===== config.mk =====
export PLATFORM = sky130hd
export DESIGN_NAME = pipe_hazard_ctrl
export DESIGN_NICKNAME = d
export VERILOG_FILES = /design/src/rtl/mips_pipe_pkg.sv /design/src/rtl/pipe_src_match.sv /design/src/rtl/pipe_hazard_ctrl.sv
export SDC_FILE = /design/constraint.sdc
export NUM_CORES = 1
export LEC_CHECK = 0
export ABC_AREA = 0
export BUFFER_PORTS_ARGS = -buffer_cell sky130_fd_sc_hd__buf_2
export CAP_MARGIN = 20
export CORE_UTILIZATION = 45
export DETAILED_ROUTE_END_ITERATION = 10
export GPL_TIMING_DRIVEN = 0
export PLACE_DENSITY = 0.72
export SYNTH_ARGS = -nofsm -noshare
export SYNTH_HDL_FRONTEND = slang
export SYNTH_SLANG_ARGS = --single-unit

===== constraint.sdc =====
create_clock -name clk -period 3.35 [get_ports clk]
set_clock_uncertainty 0.2 [all_clocks]
set_input_delay 0 -clock clk [delete_from_list [all_inputs] [get_ports clk]]
set_output_delay 0 -clock clk [all_outputs]
set_load 0.03 [all_outputs]

===== src/rtl/mips_pipe_pkg.sv =====
// rtl/mips_pipe_pkg.sv - shared types and constants for the pipeline hazard controller
//
// Purpose: shadow-pipeline entry type, forwarding-select encoding and default
//          pipeline geometry shared by pipe_hazard_ctrl and pipe_src_match.
// Ports:   none (package).
package mips_pipe_pkg;

  // Widest register index the shadow entry can hold; narrower indices are
  // zero-extended on entry and on comparison.
  localparam int REG_W_MAX = 8;

  localparam int DEFAULT_DEPTH      = 3;
  localparam int DEFAULT_LOAD_STAGE = 2;

  // Select value meaning "use the ID/EX operand read from the register file".
  localparam int FW_SEL_REGFILE = 0;

  typedef struct packed {
    logic                 valid;
    logic [REG_W_MAX-1:0] dest;
    logic                 wb_en;
    logic                 is_load;
  } shadow_entry_t;

endpackage


===== src/rtl/pipe_src_match.sv =====
// rtl/pipe_src_match.sv - youngest-producer match for one decode source operand
//
// Purpose: scans the shadow pipeline for the lowest-index (youngest) entry that
//          writes the given source register.
// Ports:
//   entries   in   DEPTH shadow entries, index 0 = EXE
//   src       in   source register index
//   src_used  in   source is actually read
//   hit       out  a producer was found
//   k         out  index of the youngest producer
//   is_load   out  that producer is a load
module pipe_src_match
  import mips_pipe_pkg::*;
#(
  parameter int DEPTH = DEFAULT_DEPTH,
  parameter int REG_W = 5,
  parameter int KW    = 2
) (
  input  shadow_entry_t    entries [DEPTH],
  input  logic [REG_W-1:0] src,
  input  logic             src_used,
  output logic             hit,
  output logic [KW-1:0]    k,
  output logic             is_load
);

  logic [REG_W_MAX-1:0] src_ext;
  assign src_ext = REG_W_MAX'(src);

  // Scan oldest to youngest so the youngest match is the last one written.
  always_comb begin
    hit     = 1'b0;
    k       = '0;
    is_load = 1'b0;
    if (src_used && (src != '0)) begin
      for (int i = DEPTH - 1; i >= 0; i--) begin
        if (entries[i].valid && entries[i].wb_en && (entries[i].dest == src_ext)) begin
          hit     = 1'b1;
          k       = KW'(i);
          is_load = entries[i].is_load;
        end
      end
    end
  end

endmodule


===== src/rtl/pipe_hazard_ctrl.sv =====
// rtl/pipe_hazard_ctrl.sv - stall, bubble, flush, freeze and forwarding control
//
// Purpose: tracks in-flight destinations in a DEPTH-entry shadow pipeline and
//          derives hazard controls plus registered EXE forwarding selects.
//          Optional macro HAZARD_PERF_EN adds saturating perf counters.
// Ports:
//   clk, rst                  clock; asynchronous active-low reset
//   id_valid                  decode holds a real instruction
//   id_src1/2, id_src1/2_used source indices and their use flags
//   id_dest, id_wb_en         destination and register-file write enable
//   id_is_load                decode instruction is a load
//   br_flush                  taken branch resolved in EXE
//   mem_req, mem_ready        MEM access in progress / completing
//   stall_id                  hold PC and IF/ID
//   idex_bubble               load a NOP into ID/EX
//   if_flush                  invalidate IF/ID
//   pipe_freeze               hold every pipeline register
//   ex_fw_sel1/2              EXE operand source, 0 = ID/EX, k = entry k bus
//   perf_stall/flush/freeze   event counters (HAZARD_PERF_EN only)
module pipe_hazard_ctrl
  import mips_pipe_pkg::*;
#(
  parameter int REG_W      = 5,
  parameter int DEPTH      = DEFAULT_DEPTH,
  parameter int LOAD_STAGE = DEFAULT_LOAD_STAGE,
  parameter int SELW       = (DEPTH > 2) ? $clog2(DEPTH) : 1
) (
  input  logic             clk,
  input  logic             rst,
  input  logic             id_valid,
  input  logic [REG_W-1:0] id_src1,
  input  logic [REG_W-1:0] id_src2,
  input  logic             id_src1_used,
  input  logic             id_src2_used,
  input  logic [REG_W-1:0] id_dest,
  input  logic             id_wb_en,
  input  logic             id_is_load,
  input  logic             br_flush,
  input  logic             mem_req,
  input  logic             mem_ready,
  output logic             stall_id,
  output logic             idex_bubble,
  output logic             if_flush,
  output logic             pipe_freeze,
  output logic [SELW-1:0]  ex_fw_sel1,
  output logic [SELW-1:0]  ex_fw_sel2
`ifdef HAZARD_PERF_EN
  ,
  output logic [31:0]      perf_stall,
  output logic [31:0]      perf_flush,
  output logic [31:0]      perf_freeze
`endif
);

  shadow_entry_t shadow_q [DEPTH];
  shadow_entry_t entry_in;

  logic            hit1, hit2;
  logic            ld1, ld2;
  logic [SELW-1:0] k1, k2;
  logic            load_use1, load_use2;
  logic [SELW-1:0] sel1_d, sel2_d;

  pipe_src_match #(.DEPTH(DEPTH), .REG_W(REG_W), .KW(SELW)) u_match1 (
    .entries  (shadow_q),
    .src      (id_src1),
    .src_used (id_src1_used),
    .hit      (hit1),
    .k        (k1),
    .is_load  (ld1)
  );

  pipe_src_match #(.DEPTH(DEPTH), .REG_W(REG_W), .KW(SELW)) u_match2 (
    .entries  (shadow_q),
    .src      (id_src2),
    .src_used (id_src2_used),
    .hit      (hit2),
    .k        (k2),
    .is_load  (ld2)
  );

  // A load's data only appears from entry LOAD_STAGE onward; a consumer entering
  // EXE next cycle sees the producer at k+1, so k must reach LOAD_STAGE-1.
  assign load_use1 = hit1 && ld1 && (int'(k1) < LOAD_STAGE - 1);
  assign load_use2 = hit2 && ld2 && (int'(k2) < LOAD_STAGE - 1);

  assign pipe_freeze = mem_req & ~mem_ready;
  assign if_flush    = br_flush;
  assign stall_id    = (load_use1 | load_use2) & id_valid & ~br_flush;
  assign idex_bubble = stall_id | br_flush | ~id_valid;

  always_comb begin
    entry_in = '0;
    if (!idex_bubble) begin
      entry_in.valid   = 1'b1;
      entry_in.dest    = REG_W_MAX'(id_dest);
      entry_in.wb_en   = id_wb_en;
      entry_in.is_load = id_is_load;
    end
  end

  // After the advance the producer sits one entry deeper. A producer that will
  // be in WB needs no bypass because the register file is write-first.
  always_comb begin
    sel1_d = SELW'(FW_SEL_REGFILE);
    sel2_d = SELW'(FW_SEL_REGFILE);
    if (!idex_bubble && hit1 && (int'(k1) <= DEPTH - 2)) begin
      sel1_d = k1 + SELW'(1);
    end
    if (!idex_bubble && hit2 && (int'(k2) <= DEPTH - 2)) begin
      sel2_d = k2 + SELW'(1);
    end
  end

  always_ff @(posedge clk or negedge rst) begin
    if (!rst) begin
      for (int i = 0; i < DEPTH; i++) begin
        shadow_q[i] <= '0;
      end
      ex_fw_sel1 <= SELW'(FW_SEL_REGFILE);
      ex_fw_sel2 <= SELW'(FW_SEL_REGFILE);
    end else if (!pipe_freeze) begin
      shadow_q[0] <= entry_in;
      for (int i = 1; i < DEPTH; i++) begin
        shadow_q[i] <= shadow_q[i-1];
      end
      ex_fw_sel1 <= sel1_d;
      ex_fw_sel2 <= sel2_d;
    end
  end

`ifdef HAZARD_PERF_EN
  always_ff @(posedge clk or negedge rst) begin
    if (!rst) begin
      perf_stall  <= '0;
      perf_flush  <= '0;
      perf_freeze <= '0;
    end else begin
      if (stall_id && !pipe_freeze && (perf_stall != '1)) begin
        perf_stall <= perf_stall + 32'd1;
      end
      if (br_flush && !pipe_freeze && (perf_flush != '1)) begin
        perf_flush <= perf_flush + 32'd1;
      end
      if (pipe_freeze && (perf_freeze != '1)) begin
        perf_freeze <= perf_freeze + 32'd1;
      end
    end
  end
`endif

endmodule


==> impl_metrics.xml, run 1 <==
<?xml version="1.0" encoding="UTF-8"?>
<metrics>
  <group name="run_status">
    <metric name="outcome" unit="">finished, violations left</metric>
    <metric name="failed_checks" unit="">negative hold slack</metric>
  </group>
  <group name="cts">
    <metric name="clock-sinks" unit="">28</metric>
    <metric name="clock_tree.root_cell" unit="">sky130_fd_sc_hd__clkbuf_4</metric>
    <metric name="post_cts.resized_instances" unit="">0</metric>
    <metric name="clkTransAtPathRegs" unit="ns">0.14</metric>
    <metric name="ctsLongestPathBuffers" unit="">2</metric>
    <metric name="htree_levels" unit="">1</metric>
    <metric name="hold_buffers_post_cts" unit="">8</metric>
    <metric name="tritoncts_clock_tree" unit="">built</metric>
    <metric name="post_cts_setup_buffers" unit="">0</metric>
    <metric name="clock_latency" unit="ns">0.33</metric>
    <metric name="cts-buffers-inserted" unit="">3</metric>
  </group>
  <group name="global_routing">
    <metric name="antenna_found_initial" unit="">0</metric>
    <metric name="global_route.overflow_total" unit="">0</metric>
    <metric name="grt_pass1_wl" unit="microns">5660</metric>
    <metric name="grt.total_usage" unit="">0.204</metric>
    <metric name="maximum_number_of_pins_on_one_net_before_global_route_repair" unit="">29</metric>
    <metric name="grt_pass1_vias" unit="">1231</metric>
  </group>
  <group name="critical_path">
    <metric name="worst_path_max_delay_cell" unit="">sky130_fd_sc_hd__dfrtp_1</metric>
    <metric name="timing.rr.start" unit="">shadow_q[15]</metric>
    <metric name="setup.worst_path.start_class" unit="">register</metric>
    <metric name="rrSetupSlack" unit="ns">0.75</metric>
    <metric name="worst_setup_path_startpoint" unit="">shadow_q[14]</metric>
    <metric name="timing.critical_path.to_type" unit="">primary output</metric>
    <metric name="cp_data_arrival_time" unit="ns">2.75</metric>
    <metric name="worst-r2r-cell-count" unit="">10</metric>
    <metric name="critical_path_peak_fanout" unit="">10</metric>
    <metric name="critPathKind" unit="">reg2out</metric>
    <metric name="r2r-end" unit="">shadow_q[28]</metric>
    <metric name="critical_path.cell_chain" unit="">xnor2_1, nand3_1, or2_1, or3_1, ha_1, o211a_1, a2bb2oi_2, buf_6, nand3b_1, buf_2</metric>
    <metric name="worst_path_max_stage_delay" unit="ns">0.46</metric>
    <metric name="worst_ep_required_time" unit="ns">3.15</metric>
  </group>
  <group name="job">
    <metric name="cap_viol_max_count" unit="">0</metric>
  </group>
  <group name="layout">
    <metric name="antenna-diode-count" unit="">0</metric>
    <metric name="areaGrowthSynthToFinish" unit="%">20.6</metric>
    <metric name="final_nets" unit="">217</metric>
    <metric name="final_cells" unit="">235</metric>
    <metric name="fillCellCount" unit="">303</metric>
    <metric name="post_route_cells_drive_above_1_share" unit="">0.254</metric>
    <metric name="most_common_cell_after_layout_fill_and_taps_aside" unit="">sky130_fd_sc_hd__buf_2</metric>
    <metric name="design_area" unit="sq um">1960</metric>
    <metric name="layout_common_cells" unit="">sky130_fd_sc_hd__buf_2, sky130_fd_sc_hd__dfrtp_1, sky130_fd_sc_hd__xor2_1, sky130_fd_sc_hd__xnor2_1, sky130_fd_sc_hd__a32o_1</metric>
  </group>
  <group name="min_path">
    <metric name="holdCritPathClass" unit="">in2async</metric>
  </group>
  <group name="floorplan">
    <metric name="ios" unit="">33</metric>
    <metric name="placeableCoreArea" unit="sq um">3390</metric>
    <metric name="height_of_the_die" unit="microns">62.1</metric>
    <metric name="placementRows" unit="">21</metric>
    <metric name="start_util" unit="">0.479</metric>
    <metric name="die-area" unit="sq um">3850</metric>
    <metric name="fp.dieW" unit="microns">62.1</metric>
  </group>
  <group name="pwr">
    <metric name="worst_ir_drop_vdd" unit="mV">0.230</metric>
    <metric name="post-layout-total-power" unit="mW">0.669</metric>
    <metric name="p_leak" unit="nW">0.910</metric>
    <metric name="seq_power_share" unit="">0.569</metric>
    <metric name="internal_power" unit="mW">0.487</metric>
    <metric name="power_per_cell_area" unit="nW/um^2">342</metric>
    <metric name="power_frac_comb" unit="">0.185</metric>
    <metric name="clockPowerShare" unit="">0.246</metric>
    <metric name="switching_share" unit="">0.272</metric>
    <metric name="power_switching" unit="mW">0.182</metric>
  </group>
  <group name="placement">
    <metric name="dpl_worst_slack" unit="ns">0.767</metric>
    <metric name="detailed_place_hpwl" unit="microns">2710</metric>
    <metric name="placed_area" unit="sq um">1840</metric>
    <metric name="dp.cells" unit="">223</metric>
    <metric name="gpl.final_weighted_congestion" unit="">0.887</metric>
    <metric name="placement.io_buffers" unit="">32</metric>
  </group>
  <group name="synthesis">
    <metric name="number_of_enable_flip_flop_cells_after_synthesis" unit="">0</metric>
    <metric name="synth.ff_latch_count" unit="">28</metric>
    <metric name="netlist-cell-type-count" unit="">33</metric>
    <metric name="synth_warnings" unit="">0</metric>
    <metric name="postSynthAreaPerCell" unit="sq um">11.2</metric>
    <metric name="leading_register_cell_type_out_of_synthesis" unit="">sky130_fd_sc_hd__dfrtp_1</metric>
    <metric name="syn_nets" unit="">172</metric>
    <metric name="synth_cells" unit="">145</metric>
    <metric name="share_of_async_settable_or_async_resettable_flops_after_synthesis" unit="">1.00</metric>
    <metric name="synth-seq-area-share" unit="">0.431</metric>
    <metric name="synthesis.area" unit="sq um">1620</metric>
  </group>
  <group name="timing">
    <metric name="max_freq" unit="GHz">0.339</metric>
    <metric name="finalSetupViolations" unit="">0</metric>
    <metric name="timing.max_slew.rel_slack" unit="">0.588</metric>
    <metric name="total_negative_slack_for_setup_checks" unit="ns">0</metric>
    <metric name="grt_setup_unrepaired" unit="">false</metric>
    <metric name="timing.final.max_slew_violations" unit="">0</metric>
    <metric name="final.period_utilization" unit="">0.881</metric>
    <metric name="final-hold-violation-count" unit="">1</metric>
    <metric name="final.min_clock_period" unit="ns">2.95</metric>
    <metric name="hold_ws" unit="ns">-0.000403</metric>
    <metric name="final.setup.worst_slack" unit="ns">0.398</metric>
    <metric name="worst_slew_pin_slew" unit="ns">0.618</metric>
  </group>
  <group name="drt">
    <metric name="drt_iter0_markers" unit="">42</metric>
    <metric name="vias" unit="">1286</metric>
    <metric name="drc_errors" unit="">0</metric>
    <metric name="firstDrtPassIters" unit="">4</metric>
    <metric name="finalWirelength" unit="microns">3530</metric>
    <metric name="drt-vias-per-instance" unit="">5.47</metric>
    <metric name="number_of_antenna_violating_nets_in_the_routed_design" unit="">0</metric>
    <metric name="routedWlPerCell" unit="microns">15.0</metric>
  </group>
</metrics>
cell usage after synthesis (2+ instances only):
library cell	count	area share
sky130_fd_sc_hd__xor2_1	16	0.086
sky130_fd_sc_hd__or3_1	3	0.012
sky130_fd_sc_hd__clkbuf_1	3	0.0069
sky130_fd_sc_hd__nor4_1	2	0.0077
sky130_fd_sc_hd__nor2_1	4	0.0092
sky130_fd_sc_hd__nand3_1	7	0.022
sky130_fd_sc_hd__and3_1	4	0.015
sky130_fd_sc_hd__mux2_1	8	0.055
sky130_fd_sc_hd__o21a_1	2	0.0092
sky130_fd_sc_hd__xnor2_1	14	0.076
sky130_fd_sc_hd__a22o_1	3	0.016
sky130_fd_sc_hd__mux2_2	8	0.055
sky130_fd_sc_hd__nand2_1	8	0.018
sky130_fd_sc_hd__nor3_1	6	0.018
sky130_fd_sc_hd__ha_1	2	0.015
sky130_fd_sc_hd__dfrtp_1	28	0.43
sky130_fd_sc_hd__nand3b_1	2	0.0092
sky130_fd_sc_hd__or4_1	2	0.0092
sky130_fd_sc_hd__a32o_1	9	0.055
layer usage:
| metal | part of all wire | track usage | vias to the layer above |
|---|---|---|---|
| met5 | 0 | 0 | - |
| met4 | 0.015 | 0.0794 | 0 |
| met3 | 0.046 | 0.0207 | 5 |
| met2 | 0.47 | 0.330 | 35 |
| met1 | 0.47 | 0.281 | 621 |
| li1 | - | - | 625 |
stage by stage:
| stage | hold slack [ns] | util |
|---|---|---|
| 2_1_floorplan | -0.496 | - |
| 3_3_place_gp | -0.156 | 0.543 |
| 3_5_place_dp | -0.148 | 0.543 |
| 4_1_cts | 0.00128 | 0.578 |
| 5_1_grt | 0.0363 | 0.578 |
| 6_report | -0.000403 | 0.578 |
critical path, delay by kind of cell (launching register included):
family | cells | cell delay, ns
simple gates | 4 | 0.83
fa+ha+maj | 1 | 0.19
compound gates | 2 | 0.38
buf+inv | 2 | 0.36
xor+xnor | 1 | 0.19
flops | 1 | 0.46
cell families (layout without fill, tap and decap cells):
group                    count (synthesis)  count (layout)  share of synthesized area
buffers and inverters                    6              50                     0.0208
adder cells (fa/ha/maj)                  2               2                     0.0154
multiplexers                            16              16                      0.111
XOR/XNOR                                30              30                      0.162
AO/OA/AOI/OAI                           22              22                      0.127
flip-flops                              28              28                      0.431
AND/OR/NAND/NOR                         41              41                      0.133
power groups by stage:
stage	combinational [mW]	sequential [mW]	clock, mW
floorplan	0.0751	0.381	0
global placement	0.114	0.386	0
detailed placement	0.117	0.387	0
CTS	0.125	0.381	0.169
global route	0.138	0.384	0.181
finish	0.124	0.381	0.165
cell type report:
type,count,area [sq um],share of cell area
plain buffers,6,33.8,0.0173
flip-flops and latches,28,701,0.358
repair buffers,40,240,0.123
multi-input cells,111,890,0.454
well taps,46,57.6,0.0294
clock buffers,4,36.3,0.0185
sequential cells by signal (all words and copies together) (netlist names):
name        count
shadow_q       24
ex_fw_sel1      2
ex_fw_sel2      2
worst max-delay path by stage:
stage                    to  slack [ns]  cells after the start
6_report        idex_bubble        0.40                     10
3_3_place_gp    idex_bubble        0.80                     10
2_1_floorplan      stall_id        0.94                     10
4_1_cts         idex_bubble        0.40                     10
3_5_place_dp   shadow_q[28]        0.77                     10
5_1_grt         idex_bubble        0.24                     11
Note: power is estimated with default switching activity, not from simulation.
==> run 2: changes to the inputs <==
Settings changed: CORE_UTILIZATION 45 to 50, PLACE_DENSITY 0.72 to 0.79.
==> run 2 against run 1 <==
Against the previous run:
- the run still ends with negative hold slack left
- clock-buffer cell count unchanged
- maximum frequency shrank 0.54%
- worst setup slack lost 0.016 ns
- utilization increased by 6.1 points
- cell count fell by 0.43%
- via count grew 3.3%
- routed wire length grew 5.1%
- non-clock buffer count grew 1
- critical path depth stayed put
- total power increased by 1.5%
==> impl_metrics.xml, run 2 (synthesized netlist as in run 1, its figures left out) <==
<?xml version="1.0" encoding="UTF-8"?>
<metrics>
  <group name="drt">
    <metric name="finalWirelength" unit="microns">3710</metric>
    <metric name="drt-vias-per-instance" unit="">5.68</metric>
    <metric name="drt_iter0_markers" unit="">57</metric>
    <metric name="number_of_antenna_violating_nets_in_the_routed_design" unit="">0</metric>
    <metric name="drc_errors" unit="">0</metric>
    <metric name="routedWlPerCell" unit="microns">15.9</metric>
    <metric name="firstDrtPassIters" unit="">4</metric>
    <metric name="vias" unit="">1329</metric>
  </group>
  <group name="placement">
    <metric name="placement.io_buffers" unit="">32</metric>
    <metric name="detailed_place_hpwl" unit="microns">2820</metric>
    <metric name="placed_area" unit="sq um">1840</metric>
    <metric name="gpl.final_weighted_congestion" unit="">0.968</metric>
  </group>
  <group name="timing">
    <metric name="finalSetupViolations" unit="">0</metric>
    <metric name="final-hold-violation-count" unit="">17</metric>
    <metric name="timing.final.max_slew_violations" unit="">0</metric>
    <metric name="worst_slew_pin_slew" unit="ns">0.634</metric>
    <metric name="final.min_clock_period" unit="ns">2.97</metric>
    <metric name="grt_setup_unrepaired" unit="">false</metric>
    <metric name="total_negative_slack_for_setup_checks" unit="ns">0</metric>
    <metric name="final.period_utilization" unit="">0.886</metric>
    <metric name="hold_ws" unit="ns">-0.0167</metric>
    <metric name="timing.max_slew.rel_slack" unit="">0.577</metric>
    <metric name="max_freq" unit="GHz">0.337</metric>
  </group>
  <group name="global_routing">
    <metric name="grt_pass1_vias" unit="">1348</metric>
    <metric name="global_route.overflow_total" unit="">0</metric>
    <metric name="antenna_found_initial" unit="">0</metric>
    <metric name="maximum_number_of_pins_on_one_net_before_global_route_repair" unit="">29</metric>
    <metric name="grt_pass1_wl" unit="microns">6200</metric>
    <metric name="grt.total_usage" unit="">0.241</metric>
  </group>
  <group name="layout">
    <metric name="number_of_flip_flops_under_the_largest_register_name" unit="">24</metric>
    <metric name="layout_common_cells" unit="">sky130_fd_sc_hd__buf_2, sky130_fd_sc_hd__dfrtp_1, sky130_fd_sc_hd__xor2_1, sky130_fd_sc_hd__xnor2_1</metric>
    <metric name="final_nets" unit="">218</metric>
    <metric name="most_common_cell_after_layout_fill_and_taps_aside" unit="">sky130_fd_sc_hd__buf_2</metric>
    <metric name="biggestRegsByFlops" unit="">shadow_q (24), ex_fw_sel1 (2), ex_fw_sel2 (2)</metric>
    <metric name="multiInputGateArea" unit="sq um">890</metric>
    <metric name="seqCellArea" unit="sq um">701</metric>
    <metric name="antenna-diode-count" unit="">0</metric>
    <metric name="areaGrowthSynthToFinish" unit="%">21.0</metric>
    <metric name="final_core_util" unit="">0.639</metric>
    <metric name="fillCellCount" unit="">243</metric>
    <metric name="post_route_cells_drive_above_1_share" unit="">0.253</metric>
    <metric name="largest_register" unit="">shadow_q</metric>
    <metric name="design_area" unit="sq um">1970</metric>
  </group>
  <group name="floorplan">
    <metric name="die-area" unit="sq um">3480</metric>
    <metric name="ios" unit="">33</metric>
    <metric name="placementRows" unit="">20</metric>
    <metric name="start_util" unit="">0.528</metric>
    <metric name="fp.dieW" unit="microns">59.0</metric>
    <metric name="height_of_the_die" unit="microns">59.0</metric>
    <metric name="placeableCoreArea" unit="sq um">3080</metric>
  </group>
  <group name="critical_path">
    <metric name="worst_path_max_stage_delay" unit="ns">0.47</metric>
    <metric name="timing.critical_path.to_type" unit="">primary output</metric>
    <metric name="cp_data_arrival_time" unit="ns">2.77</metric>
    <metric name="worst_setup_path_startpoint" unit="">shadow_q[17]</metric>
    <metric name="critPathKind" unit="">reg2out</metric>
    <metric name="worst_ep_required_time" unit="ns">3.15</metric>
    <metric name="timing.rr.start" unit="">shadow_q[16]</metric>
    <metric name="setup.worst_path.start_class" unit="">register</metric>
    <metric name="critical_path.cell_chain" unit="">xnor2_1, nand3_1, or2_1, or3_1, ha_1, o211a_1, a2bb2oi_2, buf_6, nand3b_1, buf_2</metric>
    <metric name="critical_path_peak_fanout" unit="">10</metric>
    <metric name="worst_path_max_delay_cell" unit="">sky130_fd_sc_hd__dfrtp_1</metric>
  </group>
  <group name="cts">
    <metric name="clkTransAtPathRegs" unit="ns">0.15</metric>
    <metric name="post_cts_setup_buffers" unit="">0</metric>
    <metric name="clock_latency" unit="ns">0.34</metric>
    <metric name="htree_levels" unit="">1</metric>
    <metric name="clock-sinks" unit="">28</metric>
    <metric name="hold_buffers_post_cts" unit="">9</metric>
    <metric name="post_cts.resized_instances" unit="">0</metric>
    <metric name="tritoncts_clock_tree" unit="">built</metric>
    <metric name="ctsLongestPathBuffers" unit="">2</metric>
    <metric name="clock_tree.root_cell" unit="">sky130_fd_sc_hd__clkbuf_4</metric>
    <metric name="cts-buffers-inserted" unit="">3</metric>
  </group>
  <group name="pwr">
    <metric name="power_per_cell_area" unit="nW/um^2">346</metric>
    <metric name="worst_ir_drop_vdd" unit="mV">0.231</metric>
    <metric name="p_leak" unit="nW">0.914</metric>
  </group>
  <group name="job">
    <metric name="cap_viol_max_count" unit="">0</metric>
  </group>
  <group name="run_status">
    <metric name="outcome" unit="">finished, violations left</metric>
    <metric name="failed_checks" unit="">negative hold slack</metric>
  </group>
  <group name="min_path">
    <metric name="holdCritPathClass" unit="">in2async</metric>
  </group>
</metrics>
## run 2: changes by cell type in the layout (fill, tap and decap cells not counted), sizes merged
| cell | delta |
|---|---|
| dlygate4sd3 | +1 |
## run 2: cell type report
class,count,area share
multi-input cells,111,0.453
flip-flops and latches,28,0.356
repair buffers,41,0.127
well taps,44,0.0280
clock buffers,4,0.0185
plain buffers,6,0.0172
## run 2: critical path, delay by kind of cell, from the launching register on
kind / cells / cell delay [ns]
AND/OR/NAND/NOR: 4 / 0.79
adder cells (fa/ha/maj): 1 / 0.19
AO/OA/AOI/OAI: 2 / 0.39
XOR/XNOR: 1 / 0.20
buffers and inverters: 2 / 0.36
flip-flops: 1 / 0.47
## run 2: path summary, 6_finish.rpt
kind	end	slack (ns)	cells after the start
setup / recovery	idex_bubble	0.38	10
hold / removal	shadow_q[16]	-0.02	2
setup reg to reg	shadow_q[23]	0.70	10
hold reg to reg	ex_fw_sel2[1]	0.31	1
max in group asynchronous	ex_fw_sel2[0]	2.55	2
min in group clk	ex_fw_sel2[0]	0.02	6
## run 2: metrics by stage
stage	power (mW)	cells	setup WS, ns
global route	0.712	234	0.203
detailed placement	0.505	221	0.747
floorplan	0.456	145	0.941
global placement	0.499	221	0.810
CTS	0.680	234	0.372
finish	0.679	234	0.382
## run 2: layer usage
layer,track usage,part of all wire,vias up
li1,-,-,629
met1,0.315,0.45,649
met2,0.403,0.50,42
met3,0.0349,0.033,9
met4,0.0952,0.022,0
met5,0,0,-
## run 2: power by group
part | internal (mW) | switching (mW) | leakage, nW | total (mW)
Combinational | 0.0636 | 0.0624 | 0.515 | 0.126
Clock | 0.0668 | 0.105 | 0.0210 | 0.172
Sequential | 0.358 | 0.0237 | 0.378 | 0.382
Total | 0.488 | 0.191 | 0.914 | 0.679
==> run 3: changes to the inputs <==
Settings changed: BUFFER_PORTS_ARGS -buffer_cell sky130_fd_sc_hd__buf_2 to default, DONT_BUFFER_PORTS from default to 1, PLACE_DENSITY 0.79 to 0.7, SETUP_SLACK_MARGIN from default to 0.2, SLEW_MARGIN from default to 20.
==> run 3 against run 2 <==
Against the previous run:
- the run still ends with negative hold slack left
- final area fell by 1.9%
- sequential power about the same
- cell count decreased by 9.4%
- critical path depth did not move
- combinational power is 10% lower
- flip-flop and latch count unchanged
==> impl_metrics.xml, run 3 (synthesized netlist as in run 1, its figures left out) <==
<?xml version="1.0" encoding="UTF-8"?>
<metrics>
  <group name="drt">
    <metric name="drt_iter0_markers" unit="">56</metric>
    <metric name="vias" unit="">1249</metric>
    <metric name="drc_errors" unit="">0</metric>
    <metric name="drt-vias-per-instance" unit="">5.89</metric>
    <metric name="number_of_antenna_violating_nets_in_the_routed_design" unit="">0</metric>
    <metric name="firstDrtPassIters" unit="">4</metric>
    <metric name="routedWlPerCell" unit="microns">17.3</metric>
    <metric name="finalWirelength" unit="microns">3670</metric>
  </group>
  <group name="cts">
    <metric name="htree_levels" unit="">1</metric>
    <metric name="clock_tree.root_cell" unit="">sky130_fd_sc_hd__clkbuf_4</metric>
    <metric name="ctsLongestPathBuffers" unit="">2</metric>
    <metric name="cts-buffers-inserted" unit="">3</metric>
    <metric name="clock_latency" unit="ns">0.34</metric>
    <metric name="clkTransAtPathRegs" unit="ns">0.14</metric>
    <metric name="clock-sinks" unit="">28</metric>
    <metric name="tritoncts_clock_tree" unit="">built</metric>
    <metric name="post_cts_setup_buffers" unit="">0</metric>
  </group>
  <group name="global_routing">
    <metric name="grt.total_usage" unit="">0.237</metric>
    <metric name="grt_pass1_vias" unit="">1269</metric>
    <metric name="maximum_number_of_pins_on_one_net_before_global_route_repair" unit="">29</metric>
    <metric name="grt_pass1_wl" unit="microns">6050</metric>
    <metric name="antenna_found_initial" unit="">0</metric>
    <metric name="global_route.overflow_total" unit="">0</metric>
  </group>
  <group name="placement">
    <metric name="placement.io_buffers" unit="">0</metric>
    <metric name="detailed_place_hpwl" unit="microns">2680</metric>
    <metric name="dp.cells" unit="">189</metric>
    <metric name="gpl.final_weighted_congestion" unit="">0.846</metric>
  </group>
  <group name="floorplan">
    <metric name="fp.dieW" unit="microns">59.0</metric>
    <metric name="die-area" unit="sq um">3480</metric>
    <metric name="placeableCoreArea" unit="sq um">3080</metric>
    <metric name="placementRows" unit="">20</metric>
    <metric name="height_of_the_die" unit="microns">59.0</metric>
    <metric name="ios" unit="">33</metric>
    <metric name="start_util" unit="">0.528</metric>
  </group>
  <group name="timing">
    <metric name="max_freq" unit="GHz">0.332</metric>
    <metric name="finalSetupViolations" unit="">0</metric>
    <metric name="timing.max_slew.rel_slack" unit="">0.498</metric>
    <metric name="timing.final.max_slew_violations" unit="">0</metric>
    <metric name="final-hold-violation-count" unit="">1</metric>
    <metric name="hold_ws" unit="ns">-0.0241</metric>
    <metric name="worst_slew_pin_slew" unit="ns">0.753</metric>
    <metric name="grt_setup_unrepaired" unit="">false</metric>
    <metric name="final.min_clock_period" unit="ns">3.01</metric>
    <metric name="final.period_utilization" unit="">0.899</metric>
    <metric name="total_negative_slack_for_setup_checks" unit="ns">0</metric>
  </group>
  <group name="run_status">
    <metric name="failed_checks" unit="">negative hold slack</metric>
    <metric name="outcome" unit="">finished, violations left</metric>
  </group>
  <group name="critical_path">
    <metric name="critical_path_peak_fanout" unit="">10</metric>
    <metric name="worst_ep_required_time" unit="ns">3.15</metric>
    <metric name="setup.worst_path.start_class" unit="">register</metric>
    <metric name="timing.critical_path.to_type" unit="">primary output</metric>
    <metric name="cp_data_arrival_time" unit="ns">2.81</metric>
    <metric name="critPathKind" unit="">reg2out</metric>
  </group>
  <group name="layout">
    <metric name="biggestRegsByFlops" unit="">shadow_q (24), ex_fw_sel1 (2), ex_fw_sel2 (2)</metric>
    <metric name="areaGrowthSynthToFinish" unit="%">18.7</metric>
    <metric name="final_core_util" unit="">0.626</metric>
    <metric name="post_route_cells_drive_above_1_share" unit="">0.113</metric>
    <metric name="antenna-diode-count" unit="">0</metric>
    <metric name="final_cells" unit="">212</metric>
    <metric name="final_nets" unit="">196</metric>
    <metric name="most_common_cell_after_layout_fill_and_taps_aside" unit="">sky130_fd_sc_hd__dfrtp_1</metric>
    <metric name="number_of_flip_flops_under_the_largest_register_name" unit="">24</metric>
    <metric name="largest_register" unit="">shadow_q</metric>
    <metric name="layout_common_cells" unit="">sky130_fd_sc_hd__dfrtp_1, sky130_fd_sc_hd__dlygate4sd3_1, sky130_fd_sc_hd__xor2_1, sky130_fd_sc_hd__xnor2_1, sky130_fd_sc_hd__a32o_1</metric>
  </group>
  <group name="pwr">
    <metric name="worst_ir_drop_vdd" unit="mV">0.224</metric>
    <metric name="p_leak" unit="nW">0.835</metric>
    <metric name="power_per_cell_area" unit="nW/um^2">345</metric>
  </group>
  <group name="job">
    <metric name="cap_viol_max_count" unit="">0</metric>
  </group>
  <group name="min_path">
    <metric name="holdCritPathClass" unit="">in2out</metric>
  </group>
</metrics>
-- run 3: cell types whose count changed in the layout (fill, tap and decap cells not counted) --
cell	delta
sky130_fd_sc_hd__buf_2	-32
sky130_fd_sc_hd__dlygate4sd3_1	+8
sky130_fd_sc_hd__buf_12	+2
sky130_fd_sc_hd__nor2_1	-1
sky130_fd_sc_hd__nor2_2	+1
-- run 3: worst paths after layout --
kind / startpoint / endpoint / slack (ns) / depth (start not counted)
worst max-delay path: shadow_q[25] / idex_bubble / 0.34 / 10
worst min-delay path: id_valid / stall_id / -0.02 / 2
worst max register to register: shadow_q[15] / shadow_q[28] / 0.70 / 10
worst min register to register: shadow_q[23] / shadow_q[23] / 0.34 / 1
max in group asynchronous: rst / shadow_q[28] / 2.30 / 4
min in group asynchronous: rst / shadow_q[10] / 0.48 / 4
-- run 3: critical path, stage by stage (launching register included) --
cell and delay [ns]:
sky130_fd_sc_hd__dfrtp_1 0.48, sky130_fd_sc_hd__xor2_1 0.20, sky130_fd_sc_hd__nor4_1 0.07, sky130_fd_sc_hd__nand3_1 0.19
sky130_fd_sc_hd__nand2_1 0.09, sky130_fd_sc_hd__or3_1 0.37, sky130_fd_sc_hd__ha_1 0.21, sky130_fd_sc_hd__o211a_1 0.12
sky130_fd_sc_hd__a2bb2oi_2 0.28, sky130_fd_sc_hd__buf_6 0.19, sky130_fd_sc_hd__nand3b_1 0.27
-- run 3: timing repair --
| action | CTS | global route |
|---|---|---|
| gates resized for setup | 0 | 1 |
| endpoints found under the hold margin | 39 | 0 |
| hold buffers | 19 | 0 |
| setup endpoints to repair | 0 | 1 |
-- run 3: report_power, final --
| part | internal (mW) | total, mW | switching, mW |
|---|---|---|---|
| clock | 0.0667 | 0.170 | 0.103 |
| sequential | 0.358 | 0.381 | 0.0236 |
| combinational | 0.0626 | 0.113 | 0.0509 |
| total | 0.487 | 0.665 | 0.178 |
-- run 3: layout make-up --
class,count,area (sq um)
clock buffers,4,36.3
repair buffers,19,210
well taps,44,55.1
plain buffers,6,33.8
multi-input cells,111,892
flip-flops and latches,28,701
fillers,254,1150
-- run 3: stage by stage --
stage	total power, mW	area, sq um	worst slack, ns
after floorplan	0.456	1620	0.941
after global placement	0.471	1680	0.742
after detailed placement	0.474	1680	0.681
after CTS	0.669	1930	0.270
after global routing	0.695	1930	0.203
final	0.665	1930	0.338
-- run 3: routing by layer --
layer / track usage / routed length [microns] / vias to the layer above
li1: - / - / 580
met1: 0.325 / 1650 / 621
met2: 0.375 / 1740 / 41
met3: 0.0349 / 205 / 7
met4: 0.0986 / 75 / 0
met5: 0 / 0 / -
